`config.mk`:
```
export PLATFORM = sky130hd
export DESIGN_NAME = conv1d_acc_requant_flat
export DESIGN_NICKNAME = d
export VERILOG_FILES = /design/src/rtl/conv1d_acc_requant_if.sv /design/src/rtl/conv1d_acc_requant.sv /design/src/flat_wrapper.sv
export SDC_FILE = /design/constraint.sdc
export NUM_CORES = 1
export LEC_CHECK = 0
export ABC_AREA = 1
export BUFFER_PORTS_ARGS = -buffer_cell sky130_fd_sc_hd__buf_4
export CORE_MARGIN = 2
export CORE_UTILIZATION = 40
export CTS_BUF_LIST = sky130_fd_sc_hd__clkbuf_4 sky130_fd_sc_hd__clkbuf_8
export DETAILED_ROUTE_END_ITERATION = 12
export HOLD_SLACK_MARGIN = 0.12
export SLEW_MARGIN = 25
export SYNTH_ARGS = -nofsm -noshare
export SYNTH_HDL_FRONTEND = slang
export SYNTH_SLANG_ARGS = --single-unit
```
`constraint.sdc`:
```
create_clock -name ap_clk -period 3.08 [get_ports ap_clk]
set_input_delay 0.462 -clock ap_clk [delete_from_list [all_inputs] [get_ports ap_clk]]
set_output_delay 0.462 -clock ap_clk [all_outputs]
set_load 0.02 [all_outputs]
```
`src/rtl/conv1d_acc_requant_if.sv`:
```
// Stream bundle between the conv1d multiplier, the accumulate/requantize
// stage and the feature-map datapath: product input, bias, result output and
// the sticky saturation status.
interface conv1d_acc_requant_if;
  logic signed [31:0] prod_tdata;
  logic               prod_tvalid;
  logic               prod_tready;
  logic signed [31:0] bias;
  logic signed [15:0] out_tdata;
  logic               out_tvalid;
  logic               out_tready;
  logic               sat_flag;
  logic               sat_clr;

  // Accumulate/requantize stage side.
  modport slave (
    input  prod_tdata, prod_tvalid, bias, out_tready, sat_clr,
    output prod_tready, out_tdata, out_tvalid, sat_flag
  );

  // Producer/consumer side driving the stage.
  modport master (
    output prod_tdata, prod_tvalid, bias, out_tready, sat_clr,
    input  prod_tready, out_tdata, out_tvalid, sat_flag
  );
endinterface

```
`src/rtl/conv1d_acc_requant.sv`:
```
// Sums KSIZE signed 32-bit products plus a bias into one point, then rounds
// (half-up), shifts, saturates to 16 bits and optionally applies ReLU.
module conv1d_acc_requant #(
  parameter int KSIZE     = 5,
  parameter int ACC_WIDTH = 40,
  parameter int SHIFT     = 8,
  parameter int RELU      = 1
) (
  input  logic                    ap_clk,
  input  logic                    ap_rst_n,
  conv1d_acc_requant_if.slave     bus
);

  localparam int CNT_W = (KSIZE > 1) ? $clog2(KSIZE) : 1;
  // One extra bit so adding the rounding constant can never wrap.
  localparam int RW    = ACC_WIDTH + 1;

  localparam logic [CNT_W-1:0] CNT_ZERO = '0;
  localparam logic [CNT_W-1:0] CNT_LAST = CNT_W'(KSIZE - 1);
  localparam logic [CNT_W-1:0] CNT_ONE  = CNT_W'(1);

  localparam logic signed [RW-1:0] RND_ADD =
    (SHIFT > 0) ? ({{(RW-1){1'b0}}, 1'b1} << ((SHIFT > 0) ? (SHIFT - 1) : 0)) : '0;
  localparam logic signed [RW-1:0] SAT_MAX = RW'(32'sd32767);
  localparam logic signed [RW-1:0] SAT_MIN = RW'(-32'sd32768);

  logic [CNT_W-1:0]            cnt_r;
  logic signed [ACC_WIDTH-1:0] acc_r;
  logic signed [15:0]          out_data_r;
  logic                        out_valid_r;
  logic                        sat_flag_r;

  logic                        last_s;
  logic                        ready_s;
  logic                        accept_s;
  logic                        load_s;
  logic signed [ACC_WIDTH-1:0] prod_ext_s;
  logic signed [ACC_WIDTH-1:0] bias_ext_s;
  logic signed [ACC_WIDTH-1:0] acc_next_s;
  logic signed [RW-1:0]        rnd_s;
  logic signed [RW-1:0]        r_s;
  logic                        sat_pos_s;
  logic                        sat_neg_s;
  logic signed [15:0]          clip_s;
  logic signed [15:0]          q_s;

  // A final product only stalls while an undrained result is still held.
  assign last_s      = (cnt_r == CNT_LAST);
  assign ready_s     = ap_rst_n && !(last_s && out_valid_r && !bus.out_tready);
  assign accept_s    = bus.prod_tvalid && ready_s;
  assign load_s      = accept_s && last_s;
  assign prod_ext_s  = {{(ACC_WIDTH-32){bus.prod_tdata[31]}}, bus.prod_tdata};
  assign bias_ext_s  = {{(ACC_WIDTH-32){bus.bias[31]}}, bus.bias};

  assign bus.prod_tready = ready_s;
  assign bus.out_tdata   = out_data_r;
  assign bus.out_tvalid  = out_valid_r;
  assign bus.sat_flag    = sat_flag_r;

  // Next accumulator value: bias seeds the first term of every group.
  always_comb begin
    if (cnt_r == CNT_ZERO) begin
      acc_next_s = bias_ext_s + prod_ext_s;
    end else begin
      acc_next_s = acc_r + prod_ext_s;
    end
  end

  // Round half-up, arithmetic shift, saturate to 16 bits, optional ReLU.
  always_comb begin
    rnd_s     = $signed({acc_next_s[ACC_WIDTH-1], acc_next_s}) + RND_ADD;
    r_s       = rnd_s >>> SHIFT;
    sat_pos_s = (r_s > SAT_MAX);
    sat_neg_s = (r_s < SAT_MIN);
    if (sat_pos_s) begin
      clip_s = 16'sh7fff;
    end else if (sat_neg_s) begin
      clip_s = 16'sh8000;
    end else begin
      clip_s = r_s[15:0];
    end
    if ((RELU != 0) && clip_s[15]) begin
      q_s = 16'sd0;
    end else begin
      q_s = clip_s;
    end
  end

  // Term counter and running accumulator.
  always_ff @(posedge ap_clk or negedge ap_rst_n) begin
    if (!ap_rst_n) begin
      cnt_r <= CNT_ZERO;
      acc_r <= '0;
    end else if (accept_s) begin
      acc_r <= acc_next_s;
      if (last_s) begin
        cnt_r <= CNT_ZERO;
      end else begin
        cnt_r <= cnt_r + CNT_ONE;
      end
    end
  end

  // Output register: a new result may replace the one drained this cycle.
  always_ff @(posedge ap_clk or negedge ap_rst_n) begin
    if (!ap_rst_n) begin
      out_data_r  <= 16'sd0;
      out_valid_r <= 1'b0;
    end else if (load_s) begin
      out_data_r  <= q_s;
      out_valid_r <= 1'b1;
    end else if (out_valid_r && bus.out_tready) begin
      out_valid_r <= 1'b0;
    end
  end

  // Sticky saturation flag; a new saturation beats a same-cycle clear.
  always_ff @(posedge ap_clk or negedge ap_rst_n) begin
    if (!ap_rst_n) begin
      sat_flag_r <= 1'b0;
    end else if (load_s && (sat_pos_s || sat_neg_s)) begin
      sat_flag_r <= 1'b1;
    end else if (bus.sat_clr) begin
      sat_flag_r <= 1'b0;
    end
  end

endmodule

```
`src/flat_wrapper.sv`:
```
// flat-port wrapper written by rule: the top's interface ports become plain ports
module conv1d_acc_requant_flat 
#(
  parameter int KSIZE     = 5,
  parameter int ACC_WIDTH = 40,
  parameter int SHIFT     = 8,
  parameter int RELU      = 1
)
  (ap_clk, ap_rst_n, bus_prod_tdata, bus_prod_tvalid, bus_bias, bus_out_tready, bus_sat_clr, bus_prod_tready, bus_out_tdata, bus_out_tvalid, bus_sat_flag);
  conv1d_acc_requant_if bus_i ();
  input  logic ap_clk;
  input  logic ap_rst_n;
  input wire logic [$bits(bus_i.prod_tdata)-1:0] bus_prod_tdata;
  input wire logic [$bits(bus_i.prod_tvalid)-1:0] bus_prod_tvalid;
  input wire logic [$bits(bus_i.bias)-1:0] bus_bias;
  input wire logic [$bits(bus_i.out_tready)-1:0] bus_out_tready;
  input wire logic [$bits(bus_i.sat_clr)-1:0] bus_sat_clr;
  output wire logic [$bits(bus_i.prod_tready)-1:0] bus_prod_tready;
  output wire logic [$bits(bus_i.out_tdata)-1:0] bus_out_tdata;
  output wire logic [$bits(bus_i.out_tvalid)-1:0] bus_out_tvalid;
  output wire logic [$bits(bus_i.sat_flag)-1:0] bus_sat_flag;
  assign bus_i.prod_tdata = bus_prod_tdata;
  assign bus_i.prod_tvalid = bus_prod_tvalid;
  assign bus_i.bias = bus_bias;
  assign bus_i.out_tready = bus_out_tready;
  assign bus_i.sat_clr = bus_sat_clr;
  assign bus_prod_tready = bus_i.prod_tready;
  assign bus_out_tdata = bus_i.out_tdata;
  assign bus_out_tvalid = bus_i.out_tvalid;
  assign bus_sat_flag = bus_i.sat_flag;
  conv1d_acc_requant #(.KSIZE(KSIZE), .ACC_WIDTH(ACC_WIDTH), .SHIFT(SHIFT), .RELU(RELU)) u_core (.ap_clk(ap_clk), .ap_rst_n(ap_rst_n), .bus(bus_i));
endmodule
```
# Word-level counts from Yosys, hierarchy flattened

Cells that the tools add are included.

Memory bits (read-only): 0
Word-level logic and storage cells: 34
Output and inout bits: 19
Latch bits: 0
Input port bits: 69
Memories: 0
Memory bits (writable): 0
Bits in registers: 61

Mux-type cells: 9
Equal/unequal tests: 1
Reduce and logical (&&, ||, !) cells: 13
Div/mod/pow operators: 0
Bitwise logic cells: 0
Add/sub/neg operators: 4
$mul: 0
Magnitude comparators: 2
Shift-type cells: 0

Operators with widths:

| cell                  | count |
|---|---|
| $add 40x9->41 const B | 1 |
| $add 40x32->40        | 1 |
| $mux 40               | 1 |
| $add 32x32->33        | 1 |
| $gt 33x16->1 const B  | 1 |
| $lt 33x16->1 const B  | 1 |
| $mux 16               | 2 |
| $mux 15               | 1 |
| $logic_and 1x1->1     | 7 |
| $mux 1                | 4 |
| $reduce_bool 2->1     | 2 |
| $add 3x1->3 const B   | 1 |
| $eq 3x3->1 const B    | 1 |
| $logic_not 3->1       | 1 |
| $mux 3                | 1 |
| $logic_not 1->1       | 2 |
| $logic_or 1x1->1      | 1 |

# Logic depth before layout (Yosys ltp)

Gate-level depths: netlist of run 1.

Depth after elaboration: 9
Gate-level depth with buffers: 31
Gate-level depth less buffers: 30

# Least setup slack after synthesis of run 1

Ideal clock, no wire load.

Path type: input to register
Start: input port bus_bias[0]
End: register u_core.out_data_r[4] (netlist: u_core.bus.out_tdata[4])
Library setup time: 117 ps
Setup slack: -277 ps
Required time: 2963 ps
Buffers on the path: 1
Cell stages on the path: 26
Arrival time: 3239 ps
Cell sequence: ha_1 -> fa_1 -> nand2_1 -> nand2_1 -> nand3_2 -> nand2_2 -> nand2_1 -> nand3_1 -> nand2_2 -> ha_1 -> inv_1 -> nor2_1 -> nand3_2 -> nor2_4 -> nand2_1 -> nor2_2 -> nand3b_1 -> nand2_1 -> nand4_1 -> nor2_2 -> nand2_2 -> nand2_4 -> buf_12 -> nand2_2 -> nand2_1 -> nand2_1

Longest elaborated chain between the ends: 7
Elaborated cells between the ends (all ways): 8
Those cells by class: add/sub: 2; order compare: 2; mux: 4

Ends and longest elaborated chain:

| element                        | RTL line                  | source |
|---|---|---|
| start, declared                | flat_wrapper.sv:15        | `input wire logic [$bits(bus_i.bias)-1:0] bus_bias;` |
| $add 32x32->33 *               | conv1d_acc_requant.sv:63  | `acc_next_s = bias_ext_s + prod_ext_s;` |
| $mux 40 *                      | conv1d_acc_requant.sv:62  | `if (cnt_r == CNT_ZERO) begin` |
| named net u_core.acc_next_s[8] | conv1d_acc_requant.sv:39  | `logic signed [ACC_WIDTH-1:0] acc_next_s;` |
| $add 40x9->41 *                | conv1d_acc_requant.sv:71  | `rnd_s = $signed({acc_next_s[ACC_WIDTH-1], acc_next_s}) + RND_ADD;` |
| $lt 33x16->1                   | conv1d_acc_requant.sv:74  | `sat_neg_s = (r_s < SAT_MIN);` |
| $mux 16                        | conv1d_acc_requant.sv:77  | `end else if (sat_neg_s) begin` |
| $mux 16 *                      | conv1d_acc_requant.sv:75  | `if (sat_pos_s) begin` |
| $mux 15 *                      | conv1d_acc_requant.sv:82  | `if ((RELU != 0) && clip_s[15]) begin` |
| end signal, assigned           | conv1d_acc_requant.sv:110 | `out_data_r <= q_s;` |
| end, declared                  | conv1d_acc_requant.sv:29  | `logic signed [15:0] out_data_r;` |

The timed path passes the listed nets; every way through them passes the cells marked *.
A chain may end at the register's enable or synchronous reset.

# Worst setup path in the final report of run 1

Start: register u_core.acc_r[8]
End: register u_core.out_data_r[7] (netlist: u_core.bus.out_tdata[7])

Longest elaborated chain between the ends: 7
Elaborated cells between the ends (all ways): 8
Those cells by class: add/sub: 2; order compare: 2; mux: 4

Ends and longest elaborated chain:

| element                | RTL line                 | source |
|---|---|---|
| start, declared        | conv1d_acc_requant.sv:28 | `logic signed [ACC_WIDTH-1:0] acc_r;` |
| start signal, assigned | conv1d_acc_requant.sv:95 | `acc_r <= acc_next_s;` |
| $add 40x32->40 *       | conv1d_acc_requant.sv:65 | `acc_next_s = acc_r + prod_ext_s;` |
| $mux 40 *              | conv1d_acc_requant.sv:62 |  |
| $add 40x9->41 *        | conv1d_acc_requant.sv:71 |  |
| $lt 33x16->1           | conv1d_acc_requant.sv:74 |  |
| $mux 16                | conv1d_acc_requant.sv:77 |  |
| $mux 16 *              | conv1d_acc_requant.sv:75 |  |
| $mux 15 *              | conv1d_acc_requant.sv:82 |  |

Every way passes the cells marked *; elsewhere a longest branch is shown, timed or not.

==> metrics.cfg, run 1 <==
[pwr]
switchingPower_mw = 8.288
sequential_share_of_power_pct = 9.4
leakage_nw = 8.679
netSwitchingFraction_pct = 53.42
powerDensity_nw_per_um2 = 1024
comb_power_share_pct = 85.9
post_route_total_power_mw = 15.52
part_of_the_power_in_the_clock_network_pct = 4.8
irDropWorstVdd_uv = 472.0
internal_power_mw = 7.228

[synthesis]
yosys_register_bits = 60
netlist_instances = 1914
synth_edf_count = 0
synth_cell_area_um2 = 10350
synth.yosys.seq_area_share_pct = 14.50
syn_nets = 2059
syn_area_per_cell_um2 = 5.410
synth_flop_cell = sky130_fd_sc_hd__dfrtp_1
asyncSetResetFlopFracSynth_pct = 100.0
yosys_warnings = 0
synth_top_area_cell = sky130_fd_sc_hd__nand2_1
synth_top_area_cells = sky130_fd_sc_hd__nand2_1 (28%), sky130_fd_sc_hd__dfrtp_1 (14%), sky130_fd_sc_hd__inv_1 (11%), sky130_fd_sc_hd__ha_1 (8.9%), sky130_fd_sc_hd__nand3_1 (8.9%)
synth_cell_type_count = 47
post-synth-top-area-fraction_pct = 28.31

[critical_path]
cp-start-kind = flop
slowest_delay_ps = 420
critical_path.endpoint_type = flop
cpMaxStageDelayCell = sky130_fd_sc_hd__dfrtp_1
critPathKind = flop to flop
worst-path-max-fanout = 8
critical_path_required_ps = 3360
cpMostUsedCell = sky130_fd_sc_hd__nand2_1
critPathArrivalTime_ps = 3760

[timing]
grt_setup_unrepaired = true
finalHoldViolations = 0
worst_slew_margin_rel_pct = 48.04
final_worst_path_period_need_ps = 3486
max_clock_freq_mhz = 286.9
actual_transition_at_the_worst_max_transition_pin_ps = 779.4
post-route-worst-setup-slack_ps = -405.8
slew_violations = 0
clock_skew_ps = 16.51
fin_crit_sh_pct = 113.2
finalSetupViolCount = 16

[placement]
dp_worst_setup_slack_ps = -997.0
hpwlAfterDp_mm = 34.15
place.port_buffers = 86
dpl.cell_count = 2638
place.gp.congestion = 0.9499

[drt]
drt_first_pass_iters = 5
detailroute.via_count = 13190
routed_wire_length_per_instance_um = 15.37
detail_route.drc_violations = 0
initial_drc_count = 1085
drt-total-wl_mm = 41.36
drtAntennaViolNets = 0
route.detailed.vias_per_inst = 4.900

[cells_and_area]
ff_latch_area_um2 = 1503
most_common_library_cell_in_the_layout_ignoring_fill_and_taps = sky130_fd_sc_hd__nand2_1
layout.cells.non_filler = 2691
antennaDiodeCount = 0
number_of_nets_in_the_layout = 2501
layout-drive-gt1-share_pct = 33.04
mostFrequentLayoutCells = sky130_fd_sc_hd__nand2_1 (711), sky130_fd_sc_hd__buf_4 (444), sky130_fd_sc_hd__inv_1 (299)
area.growth.synth_to_final_pct = 46.33
nFillCells = 2539
area_taken_by_multi_input_logic_gates_um2 = 8359

[grt]
gr-usage-met1_pct = 41.03
met2_track_utilization_from_global_routing_pct = 51.54
grt_max_degree = 74
antenna_found_initial = 0
grt_pass1_wl_mm = 64.34
gr-usage-met3_pct = 5.048
number_of_global_route_vias_before_repair = 12360
top_usage_layer = met2
globalRoute.totalOverflow = 0
global_route.usage.total_pct = 30.90

[run_status]
run_status = complete, but fails checks
failed_checks = negative setup slack

[die]
die_area_um2 = 27190
design.portCount = 88
die-width_um = 164.9
fp.coreArea_um2 = 25330
fp-row-count = 58
floorplan.initialDensity_pct = 40.89
floorplan.die.height_um = 164.9

[cts]
worst_setup_hold_path_clk_slew_ps = 100
maximum_buffer_depth_of_the_clock_tree = 2
cts_hold_repair.buffers = 0
htree_num_levels = 3
worstSkewPairLatency_ps = 390
cts_tree = yes
cts_sinks = 60
cts-buffers-inserted = 9
clk_root_buffer_cell = sky130_fd_sc_hd__clkbuf_8

[min_path]
worst_hold_path_type = primary input to asynchronous set/reset pin

[run]
cap_violations = 0

cell usage after synthesis, types with 13 or more instances:
library cell,n
sky130_fd_sc_hd__a21oi_1,56
sky130_fd_sc_hd__ha_1,74
sky130_fd_sc_hd__nand4_1,26
sky130_fd_sc_hd__nand2_1,781
sky130_fd_sc_hd__nand3_1,184
sky130_fd_sc_hd__o21ai_0,54
sky130_fd_sc_hd__nand2_2,58
sky130_fd_sc_hd__nor2_1,145
sky130_fd_sc_hd__nor2_4,17
sky130_fd_sc_hd__nor2_2,23
sky130_fd_sc_hd__inv_2,13
sky130_fd_sc_hd__dfrtp_1,60
sky130_fd_sc_hd__inv_1,306
sky130_fd_sc_hd__nand3_2,21
power groups by stage:
stage / clock [mW] / combinational (mW) / sequential [mW]
final: 0.738 / 13.3 / 1.46
after global routing: 0.779 / 14.6 / 1.50
after CTS: 0.757 / 12.4 / 1.46
after detailed placement: 0 / 11.6 / 1.43
after global placement: 0 / 11.5 / 1.43
after floorplan: 0 / 6.33 / 1.45
worst max-delay path: cells and delay by family (launching register included):
| kind | cells | cell delay, ps |
|---|---|---|
| adder cells (fa/ha/maj) | 1 | 290 |
| AND/OR/NAND/NOR | 24 | 2350 |
| buffers and inverters | 3 | 300 |
| flip-flops | 1 | 420 |
cells by family after synthesis:
logic type | Yosys count | synth area share (%)
XOR/XNOR | 9 | 0.7613
AND/OR/NAND/NOR | 1286 | 55.33
AO/OA/AOI/OAI | 134 | 7.117
flip-flops | 60 | 14.50
adder cells (fa/ha/maj) | 76 | 9.328
other | 1 | 0.03621
buffers and inverters | 348 | 12.93
metrics by stage:
step	area, um2	utilization [%]	TNS, ps	hold slack, ps
floorplan	10430	-	-778.0	166.4
global placement	13890	54.86	-15980	470.0
detailed placement	13890	54.86	-15310	466.5
CTS	14660	57.88	-5365	186.0
global route	15150	59.83	-9691	232.8
finish	15150	59.83	-6188	189.9
path summary, 6_finish.rpt:
kind                                          from                       to  slack [ps]  cells after the start
max                                u_core.acc_r[8]  u_core.bus.out_tdata[7]        -410                     28
max in group asynchronous                 ap_rst_n         u_core.acc_r[18]        1950                      3
min in group ap_clk                    bus_sat_clr      u_core.bus.sat_flag         300                      4
max reg2reg                        u_core.acc_r[8]  u_core.bus.out_tdata[7]        -410                     28
min reg2reg                u_core.bus.out_tdata[8]  u_core.bus.out_tdata[8]         480                      2
min                                       ap_rst_n         u_core.acc_r[27]         190                      2
sequential cells by signal, indices dropped and copies added, names as in the netlist:
| signal | count |
|---|---|
| u_core.bus.out_tvalid | 1 |
| u_core.bus.out_tdata | 15 |
| u_core.bus.sat_flag | 1 |
| u_core.acc_r | 40 |
| u_core.cnt_r | 3 |
timing repair:
item,in CTS,in global routing
endpoints found under the setup margin,16,16
pin swaps,36,67
gates cloned,1,0
gates resized for setup,96,100
buffers inserted,18,18
layer usage:
layer / part of all wire, % / vias to the layer above
met2: 45 / 385
met1: 45 / 5914
li1: - / 6828
met4: 3.1 / 0
met3: 6.3 / 60
met5: 0 / -
layout make-up:
type / instances / share of cell area, %
Inverter: 325 / 8.101
Sequential cell: 60 / 9.917
Timing Repair Buffer: 453 / 22.90
Clock buffer: 9 / 0.8175
Tap cell: 330 / 2.725
Clock inverter: 7 / 0.3716
Multi-Input combinational cell: 1507 / 55.17
(Power assumes the default switching activity.)
==> run 2, diff against run 1 <==
--- a/config.mk
+++ b/config.mk
@@ -12,6 +12,7 @@
 export CTS_BUF_LIST = sky130_fd_sc_hd__clkbuf_4 sky130_fd_sc_hd__clkbuf_8
 export DETAILED_ROUTE_END_ITERATION = 12
 export HOLD_SLACK_MARGIN = 0.12
+export SKIP_CTS_REPAIR_TIMING = 1
 export SLEW_MARGIN = 25
 export SYNTH_ARGS = -nofsm -noshare
 export SYNTH_HDL_FRONTEND = slang
==> run 2 against run 1 <==
Compared with the run above:
- the flow still finishes with violations (negative setup slack)
- setup slack got worse by 64 ps
- flip-flop and latch count is the same
- die area unchanged
- critical path type is now primary input to flop
- critical endpoint is now u_core.bus.out_tdata[10]
==> metrics.cfg, run 2 (synthesis gave the netlist of run 1 again) <==
[run_status]
run_status = complete, but fails checks
failed_checks = negative setup slack

[grt]
antenna_found_initial = 0
grt_pass1_wl_mm = 63.31
grt_max_degree = 74
number_of_global_route_vias_before_repair = 12140
globalRoute.totalOverflow = 0
global_route.usage.total_pct = 30.46

[placement]
place.gp.congestion = 0.9499
placed_instance_area_um2 = 13890
place.port_buffers = 86
dpl.cell_count = 2638
dp_worst_setup_slack_ps = -997.0
hpwlAfterDp_mm = 34.15

[timing]
fin_crit_sh_pct = 115.2
slew_violations = 0
post-route-worst-setup-slack_ps = -469.4
actual_transition_at_the_worst_max_transition_pin_ps = 774.6
hold_slack_ps = 197.7
final_worst_path_period_need_ps = 3549
max_clock_freq_mhz = 281.7
finalSetupViolCount = 16
grt_setup_unrepaired = true
clock_skew_ps = 16.92
worst_slew_margin_rel_pct = 48.36
finalHoldViolations = 0
fin_tns_setup_ps = -7292

[critical_path]
critical_path.endpoint_type = flop
cp-start-kind = primary input
worst_path_cell_trace = buf_4 -> ha_1 -> nand2_1 -> nor2_2 -> nand2_1 -> nor2_1 -> nand2_1 -> nand4_1 -> nand3_1 -> nand2_2 -> nand2_2 -> buf_4 -> nor2_2 -> nand3_1 -> nand2_2 -> nand3_2 -> nor2_2 -> nand3_2 -> nor2_4 -> nand2_4 -> nand2_8 -> nand2_2 -> nand2_1 -> nand2_1
cpMostUsedCell = sky130_fd_sc_hd__nand2_1
critPathArrivalTime_ps = 3820
worst-path-max-fanout = 8
cpMaxStageDelayCell = sky130_fd_sc_hd__ha_1
critPathKind = primary input to flop
slowest_delay_ps = 360
critical_path_required_ps = 3350

[cts]
cts_tree = yes
cts-buffers-inserted = 9
maximum_buffer_depth_of_the_clock_tree = 2
worst_setup_hold_path_clk_slew_ps = 90
htree_num_levels = 3
clk_root_buffer_cell = sky130_fd_sc_hd__clkbuf_8
cts_sinks = 60
worstSkewPairLatency_ps = 390

[pwr]
switchingPower_mw = 8.167
irDropWorstVdd_uv = 478.5
leakage_nw = 8.609
internal_power_mw = 7.108
powerDensity_nw_per_um2 = 1017
netSwitchingFraction_pct = 53.47
post_route_total_power_mw = 15.27
part_of_the_power_in_the_clock_network_pct = 4.9
sequential_share_of_power_pct = 9.6
comb_power_share_pct = 85.5

[die]
design.portCount = 88
fp.coreArea_um2 = 25330
floorplan.initialDensity_pct = 40.89
die_area_um2 = 27190
die-width_um = 164.9
floorplan.die.height_um = 164.9
fp-row-count = 58

[run]
cap_violations = 0

[cells_and_area]
design_area_um2 = 15030
number_of_nets_in_the_layout = 2490
antennaDiodeCount = 0
layout.cells.non_filler = 2680
finalCoreUtilization_pct = 59.33
max_flop_register = u_core.acc_r
layout-drive-gt1-share_pct = 32.09
mostFrequentLayoutCells = sky130_fd_sc_hd__nand2_1 (725), sky130_fd_sc_hd__buf_4 (433), sky130_fd_sc_hd__inv_1 (300)
largest_register_ff_count = 40
most_common_library_cell_in_the_layout_ignoring_fill_and_taps = sky130_fd_sc_hd__nand2_1
area.growth.synth_to_final_pct = 45.11

[drt]
initial_drc_count = 1194
route.detailed.vias_per_inst = 4.951
routed_wire_length_per_instance_um = 15.39
detailroute.via_count = 13270
drtAntennaViolNets = 0
drt_first_pass_iters = 5
detail_route.drc_violations = 0
drt-total-wl_mm = 41.25

[min_path]
worst_hold_path_type = primary input to asynchronous set/reset pin

## run 2: cell type report
cell class / count / area (um2)
repair buffers: 442 / 3387
fillers: 2561 / 10300
inverters: 325 / 1224
clock inverters: 7 / 56.30
flip-flops and latches: 60 / 1503
well taps: 330 / 412.9
clock buffers: 9 / 123.9
multi-input cells: 1507 / 8319
## run 2: power groups by stage
stage | combinational, mW | sequential (mW) | clock, mW
final | 13.1 | 1.46 | 0.744
after global routing | 14.3 | 1.50 | 0.779
after CTS | 11.6 | 1.42 | 0.757
after detailed placement | 11.6 | 1.43 | 0
after global placement | 11.5 | 1.43 | 0
after floorplan | 6.33 | 1.45 | 0
## run 2: final timing paths
check                                      endpoint  slack [ps]  cells after the start                    start
hold reg to reg             u_core.bus.out_tdata[8]         480                      2  u_core.bus.out_tdata[8]
hold / removal                     u_core.acc_r[27]         200                      2                 ap_rst_n
setup / recovery           u_core.bus.out_tdata[10]        -470                     24       bus_prod_tdata[14]
min in group ap_clk             u_core.bus.sat_flag         300                      4              bus_sat_clr
max in group asynchronous          u_core.acc_r[18]        1940                      3                 ap_rst_n
setup reg to reg           u_core.bus.out_tdata[10]        -410                     29          u_core.acc_r[8]
## run 2: per-layer routing
metal	global-route usage, %	wire length, um	up-vias
li1	-	-	6822
met1	40.97	18480	5937
met2	50.38	18840	446
met3	4.520	2717	63
met4	9.130	1207	0
met5	0	0	-
## run 2: critical path: cells and delay by family
family / cells / cell delay (ps)
buffers and inverters: 2 / 290
adders and majority gates: 1 / 360
and+or+nand+nor: 21 / 2700
==> run 3, diff against run 2 <==
--- a/config.mk
+++ b/config.mk
@@ -8,7 +8,7 @@
 export ABC_AREA = 1
 export BUFFER_PORTS_ARGS = -buffer_cell sky130_fd_sc_hd__buf_4
 export CORE_MARGIN = 2
-export CORE_UTILIZATION = 40
+export CORE_UTILIZATION = 35
 export CTS_BUF_LIST = sky130_fd_sc_hd__clkbuf_4 sky130_fd_sc_hd__clkbuf_8
 export DETAILED_ROUTE_END_ITERATION = 12
 export HOLD_SLACK_MARGIN = 0.12
==> run 3 against run 2 <==
Compared with the run above:
- the run still ends with negative setup slack left
- sequential power about the same
- critical path depth unchanged
- worst hold slack better by 83 ps
- fmax up 1.1%
- highest routed layer unchanged
==> metrics.cfg, run 3 (synthesis gave the netlist of run 1 again) <==
[run_status]
run_status = complete, but fails checks
failed_checks = negative setup slack

[cts]
maximum_buffer_depth_of_the_clock_tree = 2
clk_root_buffer_cell = sky130_fd_sc_hd__clkbuf_8
htree_num_levels = 3
worst_setup_hold_path_clk_slew_ps = 100
worstSkewPairLatency_ps = 400
cts_sinks = 60
cts_tree = yes
cts-buffers-inserted = 9

[critical_path]
cp-start-kind = flop
worst-path-max-fanout = 8
critPathKind = flop to flop
critical_path_required_ps = 3360
critPathArrivalTime_ps = 3790
critical_path.endpoint_type = flop

[timing]
worst_slew_margin_rel_pct = 39.03
final_worst_path_period_need_ps = 3509
finalSetupViolCount = 16
max_clock_freq_mhz = 285.0
grt_setup_unrepaired = true
actual_transition_at_the_worst_max_transition_pin_ps = 914.5
fin_crit_sh_pct = 113.9
slew_violations = 0
finalHoldViolations = 0
post-route-worst-setup-slack_ps = -429.3
clock_skew_ps = 17.56

[pwr]
comb_power_share_pct = 85.0
irDropWorstVdd_uv = 446.3
switchingPower_mw = 8.158
powerDensity_nw_per_um2 = 1022
sequential_share_of_power_pct = 9.6
netSwitchingFraction_pct = 53.87
part_of_the_power_in_the_clock_network_pct = 5.5
internal_power_mw = 6.986
leakage_nw = 8.416

[drt]
drt-total-wl_mm = 40.97
detailroute.via_count = 13130
drt_first_pass_iters = 6
route.detailed.vias_per_inst = 4.878
drtAntennaViolNets = 0
routed_wire_length_per_instance_um = 15.22
initial_drc_count = 956
detail_route.drc_violations = 0

[grt]
globalRoute.totalOverflow = 0
antenna_found_initial = 0
global_route.usage.total_pct = 25.87
grt_pass1_wl_mm = 62.70
number_of_global_route_vias_before_repair = 12060
grt_max_degree = 74

[cells_and_area]
layout-drive-gt1-share_pct = 30.63
design_area_um2 = 14810
max_flop_register = u_core.acc_r
mostFrequentLayoutCells = sky130_fd_sc_hd__nand2_1 (724), sky130_fd_sc_hd__buf_4 (396), sky130_fd_sc_hd__inv_1 (300)
ff_latch_area_um2 = 1503
nFillCells = 3033
most_common_library_cell_in_the_layout_ignoring_fill_and_taps = sky130_fd_sc_hd__nand2_1
layout.cells.non_filler = 2692
area_taken_by_multi_input_logic_gates_um2 = 8357
area.growth.synth_to_final_pct = 43.06
number_of_nets_in_the_layout = 2448
largest_register_ff_count = 40
antennaDiodeCount = 0
finalCoreUtilization_pct = 51.20

[die]
floorplan.die.height_um = 176.0
die-width_um = 176.0
die_area_um2 = 30980
design.portCount = 88
fp.coreArea_um2 = 28940
fp-row-count = 62
floorplan.initialDensity_pct = 35.79

[placement]
place.port_buffers = 86
hpwlAfterDp_mm = 33.66
place.gp.congestion = 0.9490
placed_instance_area_um2 = 13730
dpl.cell_count = 2661

[min_path]
worst_hold_path_type = primary input to asynchronous set/reset pin

[run]
cap_violations = 0

## run 3: changes by cell type in the layout (fill, tap and decap cells not counted), moves of 3 or more
cell	change
sky130_fd_sc_hd__nor2_4	+8
sky130_fd_sc_hd__nand3_4	+3
sky130_fd_sc_hd__nor2_2	-13
sky130_fd_sc_hd__buf_4	-37
sky130_fd_sc_hd__buf_6	-4
sky130_fd_sc_hd__nand3_1	+3
sky130_fd_sc_hd__nand3_2	-6
sky130_fd_sc_hd__nor2_1	+5
## run 3: cell type report
cell class,count,share of cell area [%]
Clock inverter,7,0.5490
Tap cell,384,3.243
Clock buffer,9,0.8362
Multi-Input combinational cell,1507,56.41
Inverter,325,8.269
Timing Repair Buffer,400,20.55
Sequential cell,60,10.14
## run 3: metrics by stage
stage          power, mW  setup TNS (ps)  hold WS [ps]  worst slack (ps)
3_5_place_dp       12.81          -11670         474.5            -750.6
4_1_cts            13.72           -9286         298.8            -603.3
6_report           15.14           -6399         280.6            -429.3
3_3_place_gp       12.73          -11240         468.4            -726.4
5_1_grt            16.43           -9878         331.2            -631.4
2_1_floorplan      7.779          -778.0         166.4            -81.07
## run 3: routing by layer
layer,wire (um),GRT usage (%)
met5,0,0
met4,1073,6.371
met3,2290,2.842
met2,18630,43.29
met1,18980,35.61
## run 3: path summary, 6_finish.rpt
| check | end | slack, ps | cells after the start | from |
|---|---|---|---|---|
| max | u_core.bus.out_tdata[9] | -430 | 24 | u_core.acc_r[17] |
| min | u_core.acc_r[16] | 280 | 2 | ap_rst_n |
| max reg2reg | u_core.bus.out_tdata[9] | -430 | 24 | u_core.acc_r[17] |
| min reg2reg | u_core.bus.sat_flag | 480 | 2 | u_core.bus.sat_flag |
| max in group asynchronous | u_core.acc_r[39] | 2170 | 2 | ap_rst_n |
| min in group ap_clk | u_core.bus.sat_flag | 300 | 4 | bus_sat_clr |
## run 3: power by group through the flow
stage	logic (mW)	clock network, mW	registers, mW
finish	12.9	0.826	1.45
global route	14.1	0.871	1.49
CTS	11.5	0.847	1.41
detailed placement	11.4	0	1.42
global placement	11.3	0	1.42
floorplan	6.33	0	1.45
## run 3: critical path: stages (launching register included)
cell and delay (ps):
sky130_fd_sc_hd__dfrtp_1 400, sky130_fd_sc_hd__ha_2 400, sky130_fd_sc_hd__nand2_2 110, sky130_fd_sc_hd__nor2_4 180, sky130_fd_sc_hd__nand2_1 180, sky130_fd_sc_hd__nor2_1 140
sky130_fd_sc_hd__nand2_1 90, sky130_fd_sc_hd__nand4_1 120, sky130_fd_sc_hd__nand3_1 80, sky130_fd_sc_hd__nand2_1 150, sky130_fd_sc_hd__nand2_2 120, sky130_fd_sc_hd__nor2_4 150
sky130_fd_sc_hd__nand3_4 120, sky130_fd_sc_hd__nor2_8 170, sky130_fd_sc_hd__nand2_2 70, sky130_fd_sc_hd__nand2_2 60, sky130_fd_sc_hd__nand2_2 60, sky130_fd_sc_hd__nor2_1 110
sky130_fd_sc_hd__nand3_1 90, sky130_fd_sc_hd__nor2_2 150, sky130_fd_sc_hd__nand2_4 120, sky130_fd_sc_hd__nand2_8 140, sky130_fd_sc_hd__nand2_2 60, sky130_fd_sc_hd__nand2_1 70
sky130_fd_sc_hd__nand2_1 60
